[config.mk]
export PLATFORM = sky130hd
export DESIGN_NAME = cu_eeprom_page_seq
export DESIGN_NICKNAME = d
export VERILOG_FILES = /design/src/rtl/cu_eeprom_page_seq.sv
export SDC_FILE = /design/constraint.sdc
export NUM_CORES = 1
export LEC_CHECK = 0
export BUFFER_PORTS_ARGS = -buffer_cell sky130_fd_sc_hd__buf_2
export CAP_MARGIN = 15
export CORE_ASPECT_RATIO = 1.1
export CORE_UTILIZATION = 50
export CTS_CLUSTER_SIZE = 12
export DETAILED_ROUTE_END_ITERATION = 8
export MAX_ROUTING_LAYER = met4
export PLACE_DENSITY = 0.78
export SETUP_SLACK_MARGIN = 0.15
export SLEW_MARGIN = 10
export SYNTH_ARGS = -nofsm -noshare
export SYNTH_HDL_FRONTEND = slang
export SYNTH_SLANG_ARGS = --single-unit
[constraint.sdc]
create_clock -name clk -period 5.53 [get_ports clk]
set_input_delay 0.2765 -clock clk [delete_from_list [all_inputs] [get_ports clk]]
set_output_delay 0.2765 -clock clk [all_outputs]
set_load 0.02 [all_outputs]
[src/rtl/cu_eeprom_page_seq.sv]
// SPI serial-EEPROM page-write sequencer for fixed-size logger records.
// Define CU_EEPROM_STATUS_POLL_EN to replace the tWC timer with RDSR/WIP polling.
module cu_eeprom_page_seq #(
  parameter int REC_BYTES  = 6,
  parameter int PAGE_BYTES = 64,
  parameter int ADDR_W     = 16,
  parameter int MEM_BYTES  = 32768,
  parameter int TWC_CYC    = 250000,
  parameter int WRAP       = 0
) (
  input  logic                         clk,
  input  logic                         reset,
  input  logic                         start_pulse,
  input  logic                         spi_busy,
  input  logic [7:0]                   rx_byte,
  output logic                         load_data,
  output logic                         nCS,
  output logic [1:0]                   tx_sel,
  output logic [7:0]                   cmd_byte,
  output logic [$clog2(REC_BYTES)-1:0] sel_data,
  output logic [ADDR_W-1:0]            addr,
  output logic                         page_done,
  output logic                         block_done,
  output logic                         overrun,
  output logic                         busy
);

  localparam int SEL_W = $clog2(REC_BYTES);
  localparam int PG_W  = $clog2(PAGE_BYTES);
  localparam int CNT_W = $clog2(TWC_CYC + 1);

  typedef enum logic [3:0] {
    IDLE, WREN, WREN_GAP, WR_CMD, WR_AH, WR_AL,
    DATA, OPEN_WAIT, CLOSE, TWC, FULL
  } state_t;

  state_t             state_q, state_d;
  logic               spi_busy_q, spi_busy_d;
  logic               sent_q, sent_d;
  logic [CNT_W-1:0]   cnt_q, cnt_d;
  logic               full_q, full_d;
  logic               pend_q, pend_d;
  logic               load_data_q, load_data_d;
  logic               nCS_q, nCS_d;
  logic [1:0]         tx_sel_q, tx_sel_d;
  logic [7:0]         cmd_byte_q, cmd_byte_d;
  logic [SEL_W-1:0]   sel_data_q, sel_data_d;
  logic [ADDR_W-1:0]  addr_q, addr_d;
  logic               page_done_q, page_done_d;
  logic               block_done_q, block_done_d;
  logic               overrun_q, overrun_d;
  logic               busy_q, busy_d;

`ifdef CU_EEPROM_STATUS_POLL_EN
  localparam logic [1:0] PH_RDSR  = 2'd0;
  localparam logic [1:0] PH_DUMMY = 2'd1;
  localparam logic [1:0] PH_GAP   = 2'd2;
  logic [1:0] ph_q, ph_d;
  logic       wip_q, wip_d;
  logic       unused_rx;
  assign unused_rx = ^rx_byte[7:1];
`else
  logic       unused_rx;
  assign unused_rx = ^rx_byte;
`endif

  logic [ADDR_W:0]  addr_inc;
  logic             full_now;
  logic             boundary;
  logic [SEL_W-1:0] sel_inc;
  logic             rec_end;
  logic             byte_done;
  logic             pend_now;
  logic             fin;

  assign addr_inc  = {1'b0, addr_q} + (ADDR_W+1)'(1);
  assign full_now  = addr_inc == (ADDR_W+1)'(MEM_BYTES);
  assign boundary  = addr_inc[PG_W-1:0] == '0;
  assign sel_inc   = sel_data_q + SEL_W'(1);
  assign rec_end   = sel_data_q == SEL_W'(REC_BYTES - 1);
  assign byte_done = sent_q & spi_busy_q & ~spi_busy;
  assign pend_now  = pend_q | (start_pulse & (sel_data_q == '0));

  always_comb begin
    state_d      = state_q;
    spi_busy_d   = spi_busy;
    sent_d       = sent_q;
    cnt_d        = cnt_q;
    full_d       = full_q;
    pend_d       = pend_q;
    load_data_d  = 1'b0;
    nCS_d        = nCS_q;
    tx_sel_d     = tx_sel_q;
    cmd_byte_d   = cmd_byte_q;
    sel_data_d   = sel_data_q;
    addr_d       = addr_q;
    page_done_d  = 1'b0;
    block_done_d = 1'b0;
    overrun_d    = overrun_q;
    fin          = 1'b0;
`ifdef CU_EEPROM_STATUS_POLL_EN
    ph_d         = ph_q;
    wip_d        = wip_q;
`endif

    // Only a record-complete idle point accepts a record; a pulse
    // during a clean tWC is held and replayed when the page reopens.
    if (start_pulse &&
        !(state_q inside {IDLE, OPEN_WAIT}) &&
        !(state_q == TWC && sel_data_q == '0))
      overrun_d = 1'b1;

    unique case (state_q)
      IDLE: if (start_pulse) state_d = WREN;
      WREN: begin
        if (!sent_q) begin
          load_data_d = 1'b1;
          sent_d      = 1'b1;
        end else if (byte_done) begin
          sent_d  = 1'b0;
          cnt_d   = '0;
          state_d = WREN_GAP;
        end
      end
      WREN_GAP: begin
        if (cnt_q == CNT_W'(1)) state_d = WR_CMD;
        else cnt_d = cnt_q + CNT_W'(1);
      end
      WR_CMD, WR_AH, WR_AL: begin
        if (!sent_q) begin
          load_data_d = 1'b1;
          sent_d      = 1'b1;
        end else if (byte_done) begin
          sent_d = 1'b0;
          unique case (state_q)
            WR_CMD:  state_d = WR_AH;
            WR_AH:   state_d = WR_AL;
            default: state_d = DATA;
          endcase
        end
      end
      DATA: begin
        if (!sent_q) begin
          load_data_d = 1'b1;
          sent_d      = 1'b1;
        end else if (byte_done) begin
          sent_d     = 1'b0;
          sel_data_d = rec_end ? '0 : sel_inc;
          addr_d     = (full_now && WRAP != 0) ? '0
                                               : addr_inc[ADDR_W-1:0];
          if (boundary) begin
            state_d      = CLOSE;
            page_done_d  = 1'b1;
            block_done_d = full_now;
            full_d       = full_q | (full_now & (WRAP == 0));
          end else if (rec_end) begin
            state_d = OPEN_WAIT;
          end
        end
      end
      OPEN_WAIT: if (start_pulse) state_d = DATA;
      CLOSE: begin
        state_d = TWC;
        cnt_d   = '0;
        pend_d  = 1'b0;
`ifdef CU_EEPROM_STATUS_POLL_EN
        ph_d    = PH_RDSR;
`endif
      end
      TWC: begin
        pend_d = pend_now;
`ifdef CU_EEPROM_STATUS_POLL_EN
        unique case (ph_q)
          PH_RDSR, PH_DUMMY: begin
            if (!sent_q) begin
              load_data_d = 1'b1;
              sent_d      = 1'b1;
            end else if (byte_done) begin
              sent_d = 1'b0;
              if (ph_q == PH_RDSR) begin
                ph_d = PH_DUMMY;
              end else begin
                wip_d = rx_byte[0];
                cnt_d = '0;
                ph_d  = PH_GAP;
              end
            end
          end
          default: begin
            if (cnt_q == CNT_W'(1)) begin
              if (wip_q) ph_d = PH_RDSR;
              else fin = 1'b1;
            end else begin
              cnt_d = cnt_q + CNT_W'(1);
            end
          end
        endcase
`else
        if (cnt_q == CNT_W'(TWC_CYC - 1)) fin = 1'b1;
        else cnt_d = cnt_q + CNT_W'(1);
`endif
        if (fin) begin
          pend_d = 1'b0;
          if (full_q) state_d = FULL;
          else if (sel_data_q != '0 || pend_now) state_d = WREN;
          else state_d = IDLE;
        end
      end
      FULL: state_d = FULL;
      default: state_d = IDLE;
    endcase

    busy_d = !(state_d inside {IDLE, OPEN_WAIT});
    unique case (state_d)
      WREN: begin
        nCS_d      = 1'b0;
        tx_sel_d   = 2'd0;
        cmd_byte_d = 8'h06;
      end
      WR_CMD: begin
        nCS_d      = 1'b0;
        tx_sel_d   = 2'd0;
        cmd_byte_d = 8'h02;
      end
      WR_AH: begin
        nCS_d    = 1'b0;
        tx_sel_d = 2'd1;
      end
      WR_AL: begin
        nCS_d    = 1'b0;
        tx_sel_d = 2'd2;
      end
      DATA, OPEN_WAIT: begin
        nCS_d    = 1'b0;
        tx_sel_d = 2'd3;
      end
`ifdef CU_EEPROM_STATUS_POLL_EN
      TWC: begin
        nCS_d      = ph_d == PH_GAP;
        tx_sel_d   = 2'd0;
        cmd_byte_d = 8'h05;
      end
`endif
      default: nCS_d = 1'b1;
    endcase
  end

  always_ff @(posedge clk or negedge reset) begin
    if (!reset) begin
      state_q      <= IDLE;
      spi_busy_q   <= 1'b0;
      sent_q       <= 1'b0;
      cnt_q        <= '0;
      full_q       <= 1'b0;
      pend_q       <= 1'b0;
      load_data_q  <= 1'b0;
      nCS_q        <= 1'b1;
      tx_sel_q     <= 2'd0;
      cmd_byte_q   <= 8'h00;
      sel_data_q   <= '0;
      addr_q       <= '0;
      page_done_q  <= 1'b0;
      block_done_q <= 1'b0;
      overrun_q    <= 1'b0;
      busy_q       <= 1'b0;
`ifdef CU_EEPROM_STATUS_POLL_EN
      ph_q         <= PH_RDSR;
      wip_q        <= 1'b0;
`endif
    end else begin
      state_q      <= state_d;
      spi_busy_q   <= spi_busy_d;
      sent_q       <= sent_d;
      cnt_q        <= cnt_d;
      full_q       <= full_d;
      pend_q       <= pend_d;
      load_data_q  <= load_data_d;
      nCS_q        <= nCS_d;
      tx_sel_q     <= tx_sel_d;
      cmd_byte_q   <= cmd_byte_d;
      sel_data_q   <= sel_data_d;
      addr_q       <= addr_d;
      page_done_q  <= page_done_d;
      block_done_q <= block_done_d;
      overrun_q    <= overrun_d;
      busy_q       <= busy_d;
`ifdef CU_EEPROM_STATUS_POLL_EN
      ph_q         <= ph_d;
      wip_q        <= wip_d;
`endif
    end
  end

  assign load_data  = load_data_q;
  assign nCS        = nCS_q;
  assign tx_sel     = tx_sel_q;
  assign cmd_byte   = cmd_byte_q;
  assign sel_data   = sel_data_q;
  assign addr       = addr_q;
  assign page_done  = page_done_q;
  assign block_done = block_done_q;
  assign overrun    = overrun_q;
  assign busy       = busy_q;

endmodule

==> results.ini, run 1 <==
[yosys]
ys_ff_latch=55
ys_types=67
yosysTopAreaCell=dfrtp_1
synth_top_family_by_area=simple AND/OR/NAND/NOR gates
yosysSeqAreaShare_pct=42.5
synth_compound_area_share_pct=15.6
synthMuxAreaShare_pct=0.695
synthAdderAreaFrac_pct=1.54
ys.flop_type=dfrtp_1
synth-simple-area-share_pct=28.2
synthTopCellsByCount=dfrtp_1, nand2_1, nor2_1
yosysTopAreaCellShare_pct=41.7
syn_inst=347
netlist_area_um2=3240
yosysWarnings=0
synth_edf_count=0
yosys.cell_count.top_type=dfrtp_1
synthXorXnorAreaFrac_pct=5.94
async_flop_share_pct=100
yosys-top-cells-area=dfrtp_1, nand2_1, xnor2_1, a21oi_1, nand3_1
syn_area_per_cell_um2=9.34

[placed_design]
gp_congestion=0.842
io_buffer_count=32
dpl_cell_area_um2=3390
dp_slack_ns=2.85
dp_hpwl_um=4450

[sta]
setup_ws_ns=2.85
slew_violations=0
worstMarginPinSlew_ns=1.00
setup_tns_ns=0
fmax_mhz=373
fin_crit_sh_pct=48.5
finalClockSkew_ns=0.00880
layout_min_cycle_time_ns=2.68
maxSlewHeadroom_pct=32.8
rsz0062_at_grt=false
whs_ns=0.0737
hold_violations=0
setup_viol=0

[worst_setup_path]
crit_start=state_q[0]$_DFF_PN0_
required_ns=5.69
arrival_ns=2.85
r2r_start=state_q[0]$_DFF_PN0_
crit_path_top_delay_cell=nor3_2
crit_type=flop to flop
worst_path_largest_cell_delay_ns=0.84
cp-start-kind=flop
worstPathMaxFanout=23
critPathCaptureType=flop
crit_chain=nor4b_2 -> and4_4 -> a21oi_4 -> nand2_2 -> nor3_2 -> nor2_1

[layout]
layout.area.seq_um2=1380
fin_nets=384
n_antenna_cell=0
design_area_um2=3490
fillers=583
multi_input_area_um2=1710
area_growth_pct=7.64
drive_gt1_share_pct=18.2

[clock_tree]
htreeDepth=2
clk_pin_slew_ns=0.11
ctsResizeCount=0
clock-sinks=55
cts_tree=yes
clk_latency_ns=0.32
cts.path.max_buffers=2
root_buffer=clkbuf_8
cts_buffers=5
cts_setup_buffers=0
cts_hold_buf=0

[power_and_ir_drop]
powerDensity_nw_per_um2=340
peakVddDrop_uv=204
p_leak_nw=1.53
power_w=0.00119

[global_routing]
use_met2_pct=30.8
use_met3_pct=2.63
grt_start_max_net_pins=56
overflow=0
antenna_found_initial=0
grt_most_used_layer=met2
grt_pass1_wl_um=10800
grtUsageTotal_pct=20.2
grt_use_met1_pct=28.0
grt_pass1_vias=2297

[route]
drtPass1Iterations=4
routed_wl_um=6390
wl_per_cell_um=14.2
vias=2627
drt-vias-per-instance=5.85
drc=0
ant_nets=0
first_iter_violations=142

[floorplanning]
start_util_pct=52.0
rows=30
ios=47
fp.dieH_um=86.5
die_x_um=78.8
design.die.area_um2=6810
core_area_um2=6230

[hold_path]
hp-class=input port to async pin

[run_status]
outcome=finished clean

[run]
max_cap_viol_count=0

## area by class of cell
cell class	count	share of cell area, %
Timing Repair Buffer	34	5.02
Clock buffer	5	1.97
Inverter	9	0.968
Clock inverter	3	0.789
Tap cell	80	2.87
Sequential cell	55	39.5
Multi-Input combinational cell	263	48.9
## power by group
group / switching [W] / total, W / internal [W]
logic: 0.000251 / 0.000408 / 0.000157
clock network: 0.000144 / 0.000238 / 0.0000934
registers: 0.0000852 / 0.000542 / 0.000456
total: 0.000480 / 0.00119 / 0.000707
## sequential cells by signal (all words and copies together) (netlist names), 2 cells and up
signal,count
addr,16
cmd_byte,2
cnt_q,18
sel_data,3
state_q,4
tx_sel,2
## metrics by stage
step / cells / util [%]
after CTS: 449 / 56.0
final: 449 / 56.0
after global routing: 449 / 56.0
after global placement: 441 / 54.5
after detailed placement: 441 / 54.5
after floorplan: 352 / -
## metal layers
metal / share of wire (%) / routed length, um
met2: 48 / 3070
met5: 0 / 0
met4: 0.86 / 55
met1: 48 / 3040
met3: 3.3 / 214
## worst max-delay path, delay by kind of cell (launching register included)
| family | cells | cell delay, ns |
|---|---|---|
| flops | 1 | 0.72 |
| simple gates | 5 | 1.63 |
| compound gates | 1 | 0.18 |
## logic make-up after synthesis
family,after synthesis
fa+ha+maj,4
mux,2
flops,55
simple gates,156
compound gates,73
buf+inv,34
other cells,1
xor+xnor,22
## final timing paths
check	endpoint	slack (ns)	cells after the start
worst max-delay path	cnt_q[7]$_DFFE_PN0P_	2.85	6
worst min-delay path	addr[2]$_DFFE_PN0P_	0.07	2
worst max register to register	cnt_q[7]$_DFFE_PN0P_	2.85	6
worst min register to register	cmd_byte[1]$_DFFE_PN0P_	0.47	1
max in group asynchronous	pend_q$_DFFE_PN0P_	5.00	2
min in group clk	spi_busy_q$_DFF_PN0_	0.08	1
## cell usage in the layout (no fill, tap or decap), types with 4 or more instances in the layout
cell / instances
o31ai_1: 9
nor2_1: 25
or2_2: 5
buf_2: 32
nand3_1: 20
or3_1: 11
xor2_1: 10
nand2_1: 29
ha_1: 4
xnor2_1: 12
nor2b_1: 4
nor3_1: 9
clkbuf_8: 5
conb_1: 6
nand4_1: 6
a211oi_1: 4
and3_1: 6
inv_1: 8
o21ai_0: 15
dfrtp_1: 54
a21oi_1: 20
or4_1: 10
Power figures use the tool's default switching activity.
==> inputs of run 2 (changes only) <==
- ABC_AREA: default -> 1
- PLACE_DENSITY: 0.78 -> 0.81
- clock period: 5.53 -> 2.3 ns (I/O delays scaled with it)
==> results.ini, run 2 <==
[sta]
worstMarginPinSlew_ns=0.725
setup_viol=0
layout_min_cycle_time_ns=1.97
fmax_mhz=508
setup_tns_ns=0
finalClockSkew_ns=0.0122
slew_violations=0
maxSlewHeadroom_pct=51.7
rsz0062_at_grt=false
fin_crit_sh_pct=85.6
hold_violations=0

[placed_design]
gp_congestion=0.919
placed_cells=578
dp_hpwl_um=5730
dpl_cell_area_um2=3640
io_buffer_count=32

[yosys]
yosysTopAreaCell=dfrtp_1
yosysTopAreaCellShare_pct=39.9
yosys-top-cells-area=dfrtp_1, nand2_1, inv_1, nor2_1, xor2_1
ys_types=36
async_flop_share_pct=100
syn_area_per_cell_um2=7.30
netlist_area_um2=3390
ys_ff_latch=55
synthTopCellsByCount=nand2_1, inv_1, dfrtp_1
yosysWarnings=0
synth_edf_count=0
yosys.cell_count.top_type=nand2_1
ys.flop_type=dfrtp_1
yosysSeqAreaShare_pct=40.6
syn_inst=464

[worst_setup_path]
critPathCaptureType=flop
arrival_ns=2.19
crit_type=flop to flop
worstPathMaxFanout=6
required_ns=2.52
crit_start=addr[0]$_DFFE_PN0P_
r2r_start=addr[0]$_DFFE_PN0P_
cp-start-kind=flop

[clock_tree]
cts_tree=yes
clock-sinks=55
htreeDepth=2
cts_buffers=5
root_buffer=clkbuf_8
cts.path.max_buffers=2
clk_latency_ns=0.32
clk_pin_slew_ns=0.11

[global_routing]
grt_start_max_net_pins=33
grt_pass1_vias=2972
grt_pass1_wl_um=13000
overflow=0
grtUsageTotal_pct=24.3
antenna_found_initial=0

[hold_path]
worstHoldStart=start_pulse
hp-class=input port to flop

[run_status]
outcome=finished clean

[route]
ant_nets=0
vias=3099
wl_per_cell_um=13.0
drc=0
drt-vias-per-instance=5.27
first_iter_violations=226
routed_wl_um=7630
drtPass1Iterations=5

[floorplanning]
design.die.area_um2=7110
die_x_um=80.5
rows=31
fp.dieH_um=88.4
ios=47
core_area_um2=6560
start_util_pct=51.7

[power_and_ir_drop]
peakVddDrop_uv=403
powerDensity_nw_per_um2=678
power_w=0.00258
p_leak_nw=1.78

[layout]
n_antenna_cell=0
final_cell_mix=nand2_1, inv_1, dfrtp_1
drive_gt1_share_pct=15.6
fin_nets=521
final_cells=588
design_area_um2=3800
largest_reg_flops=18
final_common_cell=nand2_1
area_growth_pct=12.2
largest_register=cnt_q

[run]
max_cap_viol_count=0

==> run 2: changes by cell type in the layout (fill, tap and decap cells not counted), sizes merged, moves of 14 or more <==
cell   change
a21oi     -14
inv       +62
nand2     +87
nand3     +16
nor2      +33
o21ai     +16
==> run 2: layout make-up <==
class | count | area [um^2]
well taps | 82 | 103
clock buffers | 5 | 68.8
flip-flops and latches | 55 | 1380
inverters | 70 | 263
multi-input cells | 333 | 1740
repair buffers | 40 | 225
clock inverters | 3 | 26.3
fillers | 599 | 2750
==> run 2: kinds of logic after synthesis <==
logic type / after synthesis / share of synthesized area (%)
other: 1 / 0.111
xor gates and xnor gates: 21 / 5.43
buffers and inverters: 81 / 9.89
AOI/OAI and AO/OA: 53 / 9.04
and+or+nand+nor: 249 / 33.4
DFF: 55 / 40.6
adders and majority gates: 4 / 1.48
==> run 2: per-stage QoR <==
step	util [%]	setup WS, ns	hold slack (ns)
after floorplan	-	0.312	-0.181
after global placement	55.6	0.234	0.199
after detailed placement	55.6	0.212	0.211
after CTS	57.3	0.173	0.0782
after global routing	58.0	0.155	0.0960
final	58.0	0.331	0.0877
==> run 2: repair_timing <==
| item | in CTS | in global routing |
|---|---|---|
| endpoints found under the hold margin | 31 | 0 |
| setup endpoints to repair | 0 | 22 |
| hold buffers | 2 | 0 |
| resized for setup | 0 | 14 |
| setup buffers | 0 | 0 |
==> run 2: routing by layer <==
layer	vias to the layer above	part of all wire [%]	track usage, %
met1	1429	43	28.6
met3	15	4.3	3.81
met2	90	50	42.5
met5	-	0	-
li1	1565	-	-
met4	0	1.9	7.63
==> run 2: where the power goes <==
part	switching (W)	internal, W	total [W]
Sequential	0.0000875	0.00107	0.00116
Combinational	0.000594	0.000248	0.000842
Clock	0.000355	0.000225	0.000580
==> run 2: path summary, 6_finish.rpt <==
path                                            to  slack (ns)  depth (start not counted)
min in group asynchronous       pend_q$_DFFE_PN0P_        0.40                          2
min                            overrun$_DFFE_PN0P_        0.09                          3
max in group asynchronous            nCS$_DFF_PN1_        1.19                          3
max reg2reg                cmd_byte[2]$_DFFE_PN0P_        0.33                         13
min reg2reg                cmd_byte[1]$_DFFE_PN0P_        0.47                          2
max                        cmd_byte[2]$_DFFE_PN0P_        0.33                         13
==> run 2: worst max-delay path: stages (launching register included) <==
cell	delay (ns)
dfrtp_2	0.47
ha_2	0.24
inv_1	0.09
nor2_2	0.06
nand2_1	0.05
nand2_1	0.06
nor2_2	0.12
nand3_4	0.11
o21ai_4	0.18
nand3b_4	0.14
nor2_2	0.15
nand2_1	0.08
nand2_1	0.06
nand2_1	0.05
==> inputs of run 3 (changes only) <==
- PLACE_DENSITY: 0.81 -> 0.78
- clock period: 2.3 -> 2 ns (I/O delays scaled with it)
==> results.ini, run 3 (synthesis gave the netlist of run 2 again) <==
[run_status]
outcome=finished clean

[clock_tree]
clock-sinks=55
clk_latency_ns=0.32
cts_tree=yes
cts.path.max_buffers=2
clk_pin_slew_ns=0.12
htreeDepth=2
cts_buffers=5
root_buffer=clkbuf_8

[placed_design]
dp_hpwl_um=5920
gp_congestion=0.921
dpl_cell_area_um2=3720
io_buffer_count=32

[global_routing]
grt_pass1_vias=2951
grt_pass1_wl_um=13000
overflow=0
grtUsageTotal_pct=24.3
antenna_found_initial=0
grt_start_max_net_pins=23

[run]
max_cap_viol_count=0

[hold_path]
hold_path_end=overrun$_DFFE_PN0P_
worstHoldStart=start_pulse
hold_depth=3
hp-class=input port to flop

[worst_setup_path]
rr_endpoint=cmd_byte[2]$_DFFE_PN0P_
r2r_start=addr[1]$_DFFE_PN0P_
required_ns=2.23
reg2reg_depth=13
critPathCaptureType=flop
r2r_slack_ns=0.12
worstPathMaxFanout=6
crit_type=flop to flop
cp-start-kind=flop
arrival_ns=2.10

[route]
routed_wl_um=7970
vias=3192
first_iter_violations=169
drtPass1Iterations=5
drc=0
drt-vias-per-instance=5.25
wl_per_cell_um=13.1
ant_nets=0

[power_and_ir_drop]
p_clk_share_pct=21.3
p_switching_w=0.00126
sequentialPowerShare_pct=41.3
p_leak_nw=1.90
peakVddDrop_uv=466
p_sw_share_pct=39.6
p_int_w=0.00192
powerDensity_nw_per_um2=787
combPwrFrac_pct=37.4

[sta]
rsz0062_at_grt=true
finalClockSkew_ns=0.0163
setup_viol=0
layout_min_cycle_time_ns=1.88
hold_violations=0
setup_tns_ns=0
fmax_mhz=533
fin_crit_sh_pct=93.8
slew_violations=0

[layout]
largest_register=cnt_q
area_growth_pct=19.5
fin_nets=541
final_cell_mix=nand2_1, inv_1, dfrtp_1
drive_gt1_share_pct=21.5
n_antenna_cell=0
largest_reg_flops=18
final_common_cell=nand2_1
layout.area.seq_um2=1390
design_area_um2=4050
multi_input_area_um2=1790
fillers=584

[floorplanning]
start_util_pct=51.7
design.die.area_um2=7110
ios=47
rows=31
die_x_um=80.5
fp.dieH_um=88.4
core_area_um2=6560

[run 3: cell count changes in the layout (fill, tap and decap cells not counted), moves of 3 or more]
cell	delta
buf_4	+14
nand2_1	-5
nor2_4	+4
buf_6	+5
nand2_2	+5
dfrtp_2	+4
dfrtp_1	-4
inv_1	-3
[run 3: final cells by class]
class	instances	share of cell area [%]
clock buffer	5	1.70
sequential	55	34.2
tap	82	2.53
multi-input combinational	333	44.3
clock inverter	3	0.711
inverter	70	6.61
timing repair buffer	60	9.92
[run 3: worst max-delay path, cell delays in order (launching register included)]
cell,delay (ns)
dfrtp_2,0.44
ha_4,0.19
inv_4,0.06
nor2_4,0.04
nand2_2,0.07
nand2_2,0.07
nor2_4,0.12
nand3_4,0.12
o21ai_4,0.22
nand3b_4,0.14
nor2_4,0.14
nand2_1,0.07
nand2_1,0.05
nand2_1,0.05
[run 3: how the worst max path moves through the flow]
stage / from / to / slack (ns)
2_1_floorplan: addr[0]$_DFFE_PN0P_ / cmd_byte[2]$_DFFE_PN0P_ / 0.15
3_3_place_gp: addr[0]$_DFFE_PN0P_ / cmd_byte[2]$_DFFE_PN0P_ / 0.11
4_1_cts: addr[0]$_DFFE_PN0P_ / cmd_byte[2]$_DFFE_PN0P_ / 0.15
6_report: addr[1]$_DFFE_PN0P_ / cmd_byte[2]$_DFFE_PN0P_ / 0.12
5_1_grt: addr[1]$_DFFE_PN0P_ / cmd_byte[2]$_DFFE_PN0P_ / 0.01
3_5_place_dp: addr[0]$_DFFE_PN0P_ / cmd_byte[2]$_DFFE_PN0P_ / 0.08
[run 3: routing by layer]
metal  part of all wire, %  vias up  GRT usage [%]
li1                      -     1608              -
met5                     0        -              -
met2                    51       55           41.9
met3                   2.4       16           3.30
met1                    44     1513           29.2
met4                   2.2        0           7.95
[run 3: what timing repair did]
item	in CTS	in global routing
endpoints found under the setup margin	9	28
hold buffers	2	0
hold endpoints to repair	13	0
gates resized for setup	1	40
pin swaps	3	14
buffers inserted	4	7
[run 3: per-stage QoR]
stage	instances	hold WS (ns)	util, %	setup WS, ns	power [W]
after floorplan	469	-0.196	-	0.151	0.00204
after global placement	587	0.0192	56.7	0.108	0.00230
after detailed placement	587	0.0217	56.7	0.0832	0.00232
after CTS	601	0.0723	59.1	0.152	0.00305
after global routing	608	0.0939	61.8	0.0122	0.00339
final	608	0.0829	61.8	0.125	0.00319
[run 3: power groups by stage]
stage / logic [W] / clock network (W) / registers, W
3_3_place_gp: 0.000971 / 0 / 0.00133
6_report: 0.00119 / 0.000679 / 0.00131
2_1_floorplan: 0.000632 / 0 / 0.00141
4_1_cts: 0.00104 / 0.000700 / 0.00131
3_5_place_dp: 0.000989 / 0 / 0.00133
5_1_grt: 0.00131 / 0.000742 / 0.00133
